[config.mk]
export PLATFORM = sky130hd
export DESIGN_NAME = rgb2hsv_stream_flat
export DESIGN_NICKNAME = d
export VERILOG_FILES = /design/src/rtl/rgb2hsv_stream_pkg.sv /design/src/rtl/rgb2hsv_stream_if.sv /design/src/rtl/rgb2hsv_stream_div.sv /design/src/rtl/rgb2hsv_stream.sv /design/src/flat_wrapper.sv
export SDC_FILE = /design/constraint.sdc
export NUM_CORES = 1
export LEC_CHECK = 0
export BUFFER_PORTS_ARGS = -buffer_cell sky130_fd_sc_hd__buf_4
export CAP_MARGIN = 10
export CORE_AREA = 2 2 177 179
export DETAILED_ROUTE_END_ITERATION = 10
export DIE_AREA = 0 0 179 181
export GPL_TIMING_DRIVEN = 0
export PLACE_DENSITY_LB_ADDON = 0.12
export SLEW_MARGIN = 20
export SYNTH_ARGS = -nofsm -noshare
export SYNTH_HDL_FRONTEND = slang
export SYNTH_SLANG_ARGS = --single-unit
export TNS_END_PERCENT = 50
[constraint.sdc]
create_clock -name pclk -period 8.9 [get_ports pclk]
set_clock_uncertainty 0.2 [all_clocks]
set_input_delay 1.78 -clock pclk [delete_from_list [all_inputs] [get_ports pclk]]
set_output_delay 1.78 -clock pclk [all_outputs]
set_load 0.005 [all_outputs]
[src/rtl/rgb2hsv_stream_pkg.sv]
// Purpose: shared types and helpers for the streaming RGB->HSV converter.
// Contents: FSM state encoding, max-channel sector codes, default parameters,
//           clog2 / hue-width helpers used by the interface, top and divider.
package rgb2hsv_stream_pkg;

   typedef enum logic [2:0] {
      S_IDLE  = 3'd0,
      S_SETUP = 3'd1,
      S_DIV   = 3'd2,
      S_FINAL = 3'd3,
      S_HOLD  = 3'd4
   } state_e;

   // Which channel holds the maximum (ties resolved R > G > B).
   typedef enum logic [1:0] {
      SEC_R = 2'd0,
      SEC_G = 2'd1,
      SEC_B = 2'd2
   } sector_e;

   localparam int unsigned W_DEF          = 8;
   localparam int unsigned HUE_SECTOR_DEF = 60;
   localparam int unsigned USER_W_DEF     = 16;

   function automatic int unsigned clog2(input int unsigned v);
      int unsigned r;
      r = 0;
      while ((64'd1 << r) < 64'(v)) r = r + 1;
      return r;
   endfunction

   // Hue field width: enough for 0 .. 6*hue_sector-1.
   function automatic int unsigned hue_w(input int unsigned hue_sector);
      return clog2(6 * hue_sector);
   endfunction

endpackage

[src/rtl/rgb2hsv_stream_if.sv]
// Purpose: pixel-in / HSV-out handshake bundle for rgb2hsv_stream.
// Signals: in_valid/in_ready/in_rgb{R,G,B}/in_user (pixel side),
//          out_valid/out_ready/out_hsv{H,S,V}/out_user/out_achrom (result side).
// Modports: slave = converter, master = pixel source and result sink.
interface rgb2hsv_stream_if
   import rgb2hsv_stream_pkg::*;
#(
   parameter int unsigned W          = W_DEF,
   parameter int unsigned HUE_SECTOR = HUE_SECTOR_DEF,
   parameter int unsigned USER_W     = USER_W_DEF
);
   localparam int unsigned HW = hue_w(HUE_SECTOR);

   logic                  in_valid;
   logic                  in_ready;
   logic [3*W-1:0]        in_rgb;
   logic [USER_W-1:0]     in_user;
   logic                  out_valid;
   logic                  out_ready;
   logic [HW+2*W-1:0]     out_hsv;
   logic [USER_W-1:0]     out_user;
   logic                  out_achrom;

   modport slave (
      input  in_valid, in_rgb, in_user, out_ready,
      output in_ready, out_valid, out_hsv, out_user, out_achrom
   );

   modport master (
      output in_valid, in_rgb, in_user, out_ready,
      input  in_ready, out_valid, out_hsv, out_user, out_achrom
   );

endinterface

[src/rtl/rgb2hsv_stream_div.sv]
// Purpose: restoring radix-2 unsigned divider, one quotient bit per cycle.
// Ports: clk_i, rst_i (sync, active-high), start_i (load operands),
//        dividend_i/divisor_i (N bits), quotient_o (N bits, floor),
//        done_o (one-cycle pulse, N cycles after the start edge).
module rgb2hsv_stream_div
   import rgb2hsv_stream_pkg::*;
#(
   parameter int unsigned N = 16
) (
   input  logic         clk_i,
   input  logic         rst_i,
   input  logic         start_i,
   input  logic [N-1:0] dividend_i,
   input  logic [N-1:0] divisor_i,
   output logic [N-1:0] quotient_o,
   output logic         done_o
);
   localparam int unsigned CW = clog2(N + 1);

   logic [N-1:0]  rem_q;
   logic [N-1:0]  dvd_q;   // dividend bits shift out as quotient bits shift in
   logic [N-1:0]  dsr_q;
   logic [CW-1:0] cnt_q;
   logic          done_q;

   logic [N:0]    rem_sh;
   logic          ge;

   assign rem_sh = {rem_q, dvd_q[N-1]};
   assign ge     = (rem_sh >= {1'b0, dsr_q});

   // One restoring step per cycle while iterations remain.
   always_ff @(posedge clk_i) begin
      if (rst_i) begin
         rem_q  <= '0;
         dvd_q  <= '0;
         dsr_q  <= '0;
         cnt_q  <= '0;
         done_q <= 1'b0;
      end else if (start_i) begin
         rem_q  <= '0;
         dvd_q  <= dividend_i;
         dsr_q  <= divisor_i;
         cnt_q  <= CW'(N);
         done_q <= 1'b0;
      end else if (cnt_q != '0) begin
         rem_q  <= ge ? N'(rem_sh - {1'b0, dsr_q}) : rem_sh[N-1:0];
         dvd_q  <= {dvd_q[N-2:0], ge};
         cnt_q  <= cnt_q - CW'(1);
         done_q <= (cnt_q == CW'(1));
      end else begin
         done_q <= 1'b0;
      end
   end

   assign quotient_o = dvd_q;
   assign done_o     = done_q;

endmodule

[src/rtl/rgb2hsv_stream.sv]
// Purpose: streaming RGB->HSV converter, one pixel in flight, valid/ready on both sides.
// Ports: pclk, rst (sync, active-high), bus (rgb2hsv_stream_if.slave):
//        pixel in {R,G,B}+user, result out {H,S,V}+user+achrom, held until out_ready.
module rgb2hsv_stream
   import rgb2hsv_stream_pkg::*;
#(
   parameter int unsigned W          = W_DEF,
   parameter int unsigned HUE_SECTOR = HUE_SECTOR_DEF,
   parameter int unsigned USER_W     = USER_W_DEF
) (
   input  logic                pclk,
   input  logic                rst,
   rgb2hsv_stream_if.slave     bus
);
   localparam int unsigned HW       = hue_w(HUE_SECTOR);
   localparam int unsigned DW       = 2 * W;
   localparam int unsigned HUE_FULL = 6 * HUE_SECTOR;

   // Hue dividend HUE_SECTOR*num must fit the 2*W-bit divider.
   if (clog2(HUE_SECTOR + 1) + W > DW) begin : g_bad_params
      $error("rgb2hsv_stream: HUE_SECTOR too large for channel width W");
   end

   state_e            state_q, state_d;
   logic              div_start;
   logic              accept;

   logic [W-1:0]      r_q, g_q, b_q, max_q, min_q;
   sector_e           sec_q;
   logic [USER_W-1:0] user_q;
   logic [HW-1:0]     off_q;
   logic              neg_q, achrom_q;

   logic              out_valid_q, out_achrom_q;
   logic [HW+DW-1:0]  hsv_q;
   logic [USER_W-1:0] out_user_q;

   logic [W-1:0]      r_in, g_in, b_in, max_in, min_in;
   sector_e           sec_in;
   logic [W-1:0]      delta, num;
   logic              neg, achrom;
   logic [HW-1:0]     off;
   logic [DW-1:0]     hue_dvd, hue_dsr, sat_dvd, sat_dsr, hue_quo, sat_quo;
   logic              hue_done, sat_done;
   logic [HW-1:0]     h_raw, h_fin;
   logic [W-1:0]      s_fin;
   logic              unused_quo;

   assign r_in   = bus.in_rgb[3*W-1 -: W];
   assign g_in   = bus.in_rgb[2*W-1 -: W];
   assign b_in   = bus.in_rgb[W-1:0];
   assign accept = (state_q == S_IDLE) && bus.in_valid;

   // Max channel with R>G>B tie priority, plus plain minimum.
   always_comb begin
      sec_in = SEC_B;
      max_in = b_in;
      if (r_in >= g_in && r_in >= b_in) begin
         sec_in = SEC_R;
         max_in = r_in;
      end else if (g_in >= b_in) begin
         sec_in = SEC_G;
         max_in = g_in;
      end
      min_in = r_in;
      if (g_in < min_in) min_in = g_in;
      if (b_in < min_in) min_in = b_in;
   end

   // Pixel capture; no reset needed, only read after a fresh accept.
   always_ff @(posedge pclk) begin
      if (accept) begin
         r_q    <= r_in;
         g_q    <= g_in;
         b_q    <= b_in;
         max_q  <= max_in;
         min_q  <= min_in;
         sec_q  <= sec_in;
         user_q <= bus.in_user;
      end
      if (state_q == S_SETUP) begin
         off_q    <= off;
         neg_q    <= neg;
         achrom_q <= achrom;
      end
   end

   // Sector offset, hue numerator sign/magnitude and divider operands.
   always_comb begin
      delta  = max_q - min_q;
      achrom = (max_q == min_q);
      neg    = 1'b0;
      num    = '0;
      off    = '0;
      case (sec_q)
         SEC_R: begin
            neg = (g_q < b_q);
            num = neg ? (b_q - g_q) : (g_q - b_q);
            off = neg ? HW'(HUE_FULL) : '0;
         end
         SEC_G: begin
            neg = (b_q < r_q);
            num = neg ? (r_q - b_q) : (b_q - r_q);
            off = HW'(2 * HUE_SECTOR);
         end
         SEC_B: begin
            neg = (r_q < g_q);
            num = neg ? (g_q - r_q) : (r_q - g_q);
            off = HW'(4 * HUE_SECTOR);
         end
         default: ;
      endcase
      hue_dvd = achrom ? '0 : DW'(HUE_SECTOR) * DW'(num);
      hue_dsr = achrom ? DW'(1) : DW'(delta);
      sat_dvd = achrom ? '0 : DW'({W{1'b1}}) * DW'(delta);
      sat_dsr = achrom ? DW'(1) : DW'(max_q);
   end

   rgb2hsv_stream_div #(.N(DW)) u_hue_div (
      .clk_i      (pclk),
      .rst_i      (rst),
      .start_i    (div_start),
      .dividend_i (hue_dvd),
      .divisor_i  (hue_dsr),
      .quotient_o (hue_quo),
      .done_o     (hue_done)
   );

   rgb2hsv_stream_div #(.N(DW)) u_sat_div (
      .clk_i      (pclk),
      .rst_i      (rst),
      .start_i    (div_start),
      .dividend_i (sat_dvd),
      .divisor_i  (sat_dsr),
      .quotient_o (sat_quo),
      .done_o     (sat_done)
   );

   // Quotients are bounded by HUE_SECTOR and 2^W-1, so the narrowing is lossless.
   assign unused_quo = ^{hue_quo, sat_quo};

   // Final hue: a negative numerator near full scale can land exactly on HUE_FULL.
   always_comb begin
      h_raw = neg_q ? (off_q - HW'(hue_quo)) : (off_q + HW'(hue_quo));
      h_fin = (achrom_q || h_raw == HW'(HUE_FULL)) ? '0 : h_raw;
      s_fin = achrom_q ? '0 : W'(sat_quo);
   end

   // State register.
   always_ff @(posedge pclk) begin
      if (rst) state_q <= S_IDLE;
      else     state_q <= state_d;
   end

   // Next-state and divider start.
   always_comb begin
      state_d   = state_q;
      div_start = 1'b0;
      case (state_q)
         S_IDLE:  if (bus.in_valid) state_d = S_SETUP;
         S_SETUP: begin
            div_start = 1'b1;
            state_d   = S_DIV;
         end
         S_DIV:   if (hue_done && sat_done) state_d = S_FINAL;
         S_FINAL: state_d = S_HOLD;
         S_HOLD:  if (bus.out_ready) state_d = S_IDLE;
         default: state_d = S_IDLE;
      endcase
   end

   // Result registers, held through backpressure.
   always_ff @(posedge pclk) begin
      if (rst) begin
         out_valid_q  <= 1'b0;
         hsv_q        <= '0;
         out_user_q   <= '0;
         out_achrom_q <= 1'b0;
      end else if (state_q == S_FINAL) begin
         out_valid_q  <= 1'b1;
         hsv_q        <= {h_fin, s_fin, max_q};
         out_user_q   <= user_q;
         out_achrom_q <= achrom_q;
      end else if (state_q == S_HOLD && bus.out_ready) begin
         out_valid_q  <= 1'b0;
      end
   end

   assign bus.in_ready   = (state_q == S_IDLE);
   assign bus.out_valid  = out_valid_q;
   assign bus.out_hsv    = hsv_q;
   assign bus.out_user   = out_user_q;
   assign bus.out_achrom = out_achrom_q;

endmodule

[src/flat_wrapper.sv]
// flat-port wrapper written by rule: the top's interface ports become plain ports
module rgb2hsv_stream_flat import rgb2hsv_stream_pkg::*;
#(
   parameter int unsigned W          = W_DEF,
   parameter int unsigned HUE_SECTOR = HUE_SECTOR_DEF,
   parameter int unsigned USER_W     = USER_W_DEF
)
  (pclk, rst, bus_in_valid, bus_in_rgb, bus_in_user, bus_out_ready, bus_in_ready, bus_out_valid, bus_out_hsv, bus_out_user, bus_out_achrom);
  rgb2hsv_stream_if #(.W(W), .HUE_SECTOR(HUE_SECTOR), .USER_W(USER_W)) bus_i ();
  input  logic pclk;
  input  logic rst;
  input wire logic [$bits(bus_i.in_valid)-1:0] bus_in_valid;
  input wire logic [$bits(bus_i.in_rgb)-1:0] bus_in_rgb;
  input wire logic [$bits(bus_i.in_user)-1:0] bus_in_user;
  input wire logic [$bits(bus_i.out_ready)-1:0] bus_out_ready;
  output wire logic [$bits(bus_i.in_ready)-1:0] bus_in_ready;
  output wire logic [$bits(bus_i.out_valid)-1:0] bus_out_valid;
  output wire logic [$bits(bus_i.out_hsv)-1:0] bus_out_hsv;
  output wire logic [$bits(bus_i.out_user)-1:0] bus_out_user;
  output wire logic [$bits(bus_i.out_achrom)-1:0] bus_out_achrom;
  assign bus_i.in_valid = bus_in_valid;
  assign bus_i.in_rgb = bus_in_rgb;
  assign bus_i.in_user = bus_in_user;
  assign bus_i.out_ready = bus_out_ready;
  assign bus_in_ready = bus_i.in_ready;
  assign bus_out_valid = bus_i.out_valid;
  assign bus_out_hsv = bus_i.out_hsv;
  assign bus_out_user = bus_i.out_user;
  assign bus_out_achrom = bus_i.out_achrom;
  rgb2hsv_stream #(.W(W), .HUE_SECTOR(HUE_SECTOR), .USER_W(USER_W)) u_core (.pclk(pclk), .rst(rst), .bus(bus_i));
endmodule
==> flow_metrics.env <==
export IMPL_seq_area_frac_synth_pct=33.2
export IMPL_final_cell_mix="nand2_1 (175), inv_1 (174), ha_1 (172), a21oi_1 (154), dfxtp_1 (138)"
export IMPL_core_area_um2=30300
export IMPL_synth_edf_count=65
export IMPL_crit_path_top_delay_cell="fa_1"
export IMPL_finalMaxSlewViolations=0
export IMPL_rows=64
export IMPL_die_h_um=181
export IMPL_synth_fp_nets=1838
export IMPL_max_freq_ghz=0.141
export IMPL_post_cts_setup_buffer_count=0
export IMPL_setup_viol=0
export IMPL_clk_pin_slew_ps=60
export IMPL_start_util_pct=46.7
export IMPL_grt_ovfl_total=0
export IMPL_cts_buffer_depth=3
export IMPL_synth_avg_cell_area_um2=8.96
export IMPL_start_kind="flip-flop"
export IMPL_hold_violations=0
export IMPL_hp_class="reg2reg"
export IMPL_clock_root_buffer="clkbuf_16"
export IMPL_synthesis_area_um2=14200
export IMPL_gp_congestion=0.871
export IMPL_tightest_slew_ps=931
export IMPL_ctsHoldBuffers=0
export IMPL_drv_cap=0
export IMPL_timing_critical_path_buf_inv=4
export IMPL_grt_total_usage_pct=21.6
export IMPL_final_common_cell="nand2_1"
export IMPL_ys_warn_count=0
export IMPL_grt_antenna_before_repair=0
export IMPL_design_area_um2=16200
export IMPL_setup_tns_ps=0
export IMPL_nFillCells=2868
export IMPL_async_flop_share_pct=0
export IMPL_max_slew_margin_pct=37.6
export IMPL_grt_setup_unrepaired="false"
export IMPL_dpl_cell_area_um2=15400
export IMPL_status="finished clean"
export IMPL_slowest_delay_ps=670
export IMPL_routed_wl_um=34200
export IMPL_critPathMaxFanout=4
export IMPL_nets=1959
export IMPL_period_minus_slack_ps=7100
export IMPL_cts_tree="yes"
export IMPL_synth_top_family_by_area="adder cells"
export IMPL_drive_above_1_share_pct=10.5
export IMPL_ioPinCount=88
export IMPL_io_buffer_count=87
export IMPL_drt_wirelength_per_cell_um=16.2
export IMPL_first_iter_violations=569
export IMPL_cp_top_family="adder cells"
export IMPL_yosys_most_used_dff="dfxtp_1"
export IMPL_synth_adder_area_share_pct=20.7
export IMPL_synth_seq_cells=203
export IMPL_end_kind="flip-flop"
export IMPL_dieWidth_um=179
export IMPL_holdWs_ps=252
export IMPL_numCtsBuffers=25
export IMPL_synth_compound_area_share_pct=16.7
export IMPL_yosys_area_share_simple_pct=13.2
export IMPL_area_growth_pct=14.1
export IMPL_crit_type="reg2reg"
export IMPL_num_vias=11200
export IMPL_crit_required_ps=9120
export IMPL_finalCritPeriodShare_pct=79.8
export IMPL_yosysUniqueCellTypes=76
export IMPL_cts_sinks=203
export IMPL_clock_latency_ps=520
export IMPL_grt_pass1_vias=11200
export IMPL_ctsHtreeMaxLevel=1
export IMPL_grt_max_degree=17
export IMPL_dp_hpwl_um=27100
export IMPL_drt_drc_violations_left=0
export IMPL_synth_area_mux_share_pct=4.30
export IMPL_synth_xor_area_share_pct=5.56
export IMPL_viasPerCell=5.30
export IMPL_antenna_cells=0
export IMPL_synth_cells=1583
export IMPL_ant_nets=0
export IMPL_drtPass1Iterations=5
export IMPL_grt_pass1_wl_um=56700
export IMPL_crit_arrival_ps=7330
export IMPL_cts_resized=0
export IMPL_dieArea_um2=32400
[flip-flops by register name (all words and copies together) (netlist names), 16 cells and up]
name	count
u_core.u_sat_div.quotient_o	16
u_core.u_sat_div.rem_q	16
u_core.bus.out_user	16
u_core.bus.out_hsv	25
u_core.u_hue_div.quotient_o	16
u_core.user_q	16
u_core.u_hue_div.rem_q	16
[per-layer routing]
| metal | part of all wire (%) | up-vias | global-route usage (%) |
|---|---|---|---|
| met3 | 3.4 | 46 | 2.27 |
| met4 | 2.1 | 0 | 4.88 |
| met2 | 47 | 196 | 36.5 |
| li1 | - | 5704 | - |
| met1 | 48 | 5264 | 29.6 |
| met5 | 0 | - | 0 |
[metrics by stage]
stage,worst slack [ps],utilization (%),std cells
4_1_cts,1800,53.3,2117
3_3_place_gp,388,50.5,2066
5_1_grt,1360,53.3,2117
2_1_floorplan,2370,-,1583
3_5_place_dp,1850,50.7,2073
6_report,1800,53.3,2117
[Yosys cell counts, types with 8 or more instances]
master    count  share of area, %
mux2i_1      46               3.2
ha_1        172                15
clkbuf_1     43               1.1
xnor2_1      57               3.5
o22ai_1      15              0.66
buf_2         8              0.28
nand4_1       8              0.35
nor2_1       98               2.6
fa_1         39               5.5
nand3_1      11              0.39
nor3_1       24              0.85
o21ai_0      73               2.6
nand3b_1     14              0.74
or3_1         8              0.35
a21oi_1     154               5.4
dfxtp_1     138                19
o21a_1       11              0.58
nand2_1     175               4.6
edfxtp_1     65                14
nor2b_1      19              0.84
inv_1       174               4.6
nand2b_1     12              0.53
a21o_1       34               1.8
xor2_1       33               2.0
nor4b_1       8              0.49
a211oi_1     10              0.53
mux2_2       12              0.95
a21boi_0      8              0.42
[worst paths after layout]
check,end,cells past startpoint,start,slack (ps)
worst max register to register,u_core.u_sat_div.quotient_o[13]$_SDFFE_PP0P_,25,u_core.max_q[1]$_DFFE_PP_,1800
worst min register to register,u_core.bus.out_hsv[18]$_SDFFE_PP0P_,2,u_core.bus.out_hsv[18]$_SDFFE_PP0P_,250
worst min-delay path,u_core.bus.out_hsv[18]$_SDFFE_PP0P_,2,u_core.bus.out_hsv[18]$_SDFFE_PP0P_,250
worst max-delay path,u_core.u_sat_div.quotient_o[13]$_SDFFE_PP0P_,25,u_core.max_q[1]$_DFFE_PP_,1800
[cell type report]
cell class	instances	area, um^2	share of cell area [%]
Timing Repair Buffer	94	707	4.37
Sequential cell	203	4710	29.1
Inverter	175	657	4.06
Multi-Input combinational cell	1147	8580	53.0
Clock buffer	32	703	4.34
Buffer	58	246	1.52
Tap cell	396	495	3.06
Clock inverter	12	85.1	0.526
[cell families (layout without fill, tap and decap cells)]
group,Yosys count,in the layout
compound gates,380,380
simple gates,407,407
flops,203,203
xor+xnor,90,90
fa+ha+maj,211,211
mux,59,59
buf+inv,233,371
[worst min-delay path, delay by kind of cell (launching register included)]
kind | cells | cell delay (ps)
and+or+nand+nor | 1 | 50
AOI/OAI and AO/OA | 1 | 50
DFF | 1 | 320
Power is not shown: default switching activity piles up to over one toggle a cycle in this logic, so the estimate is an artifact.
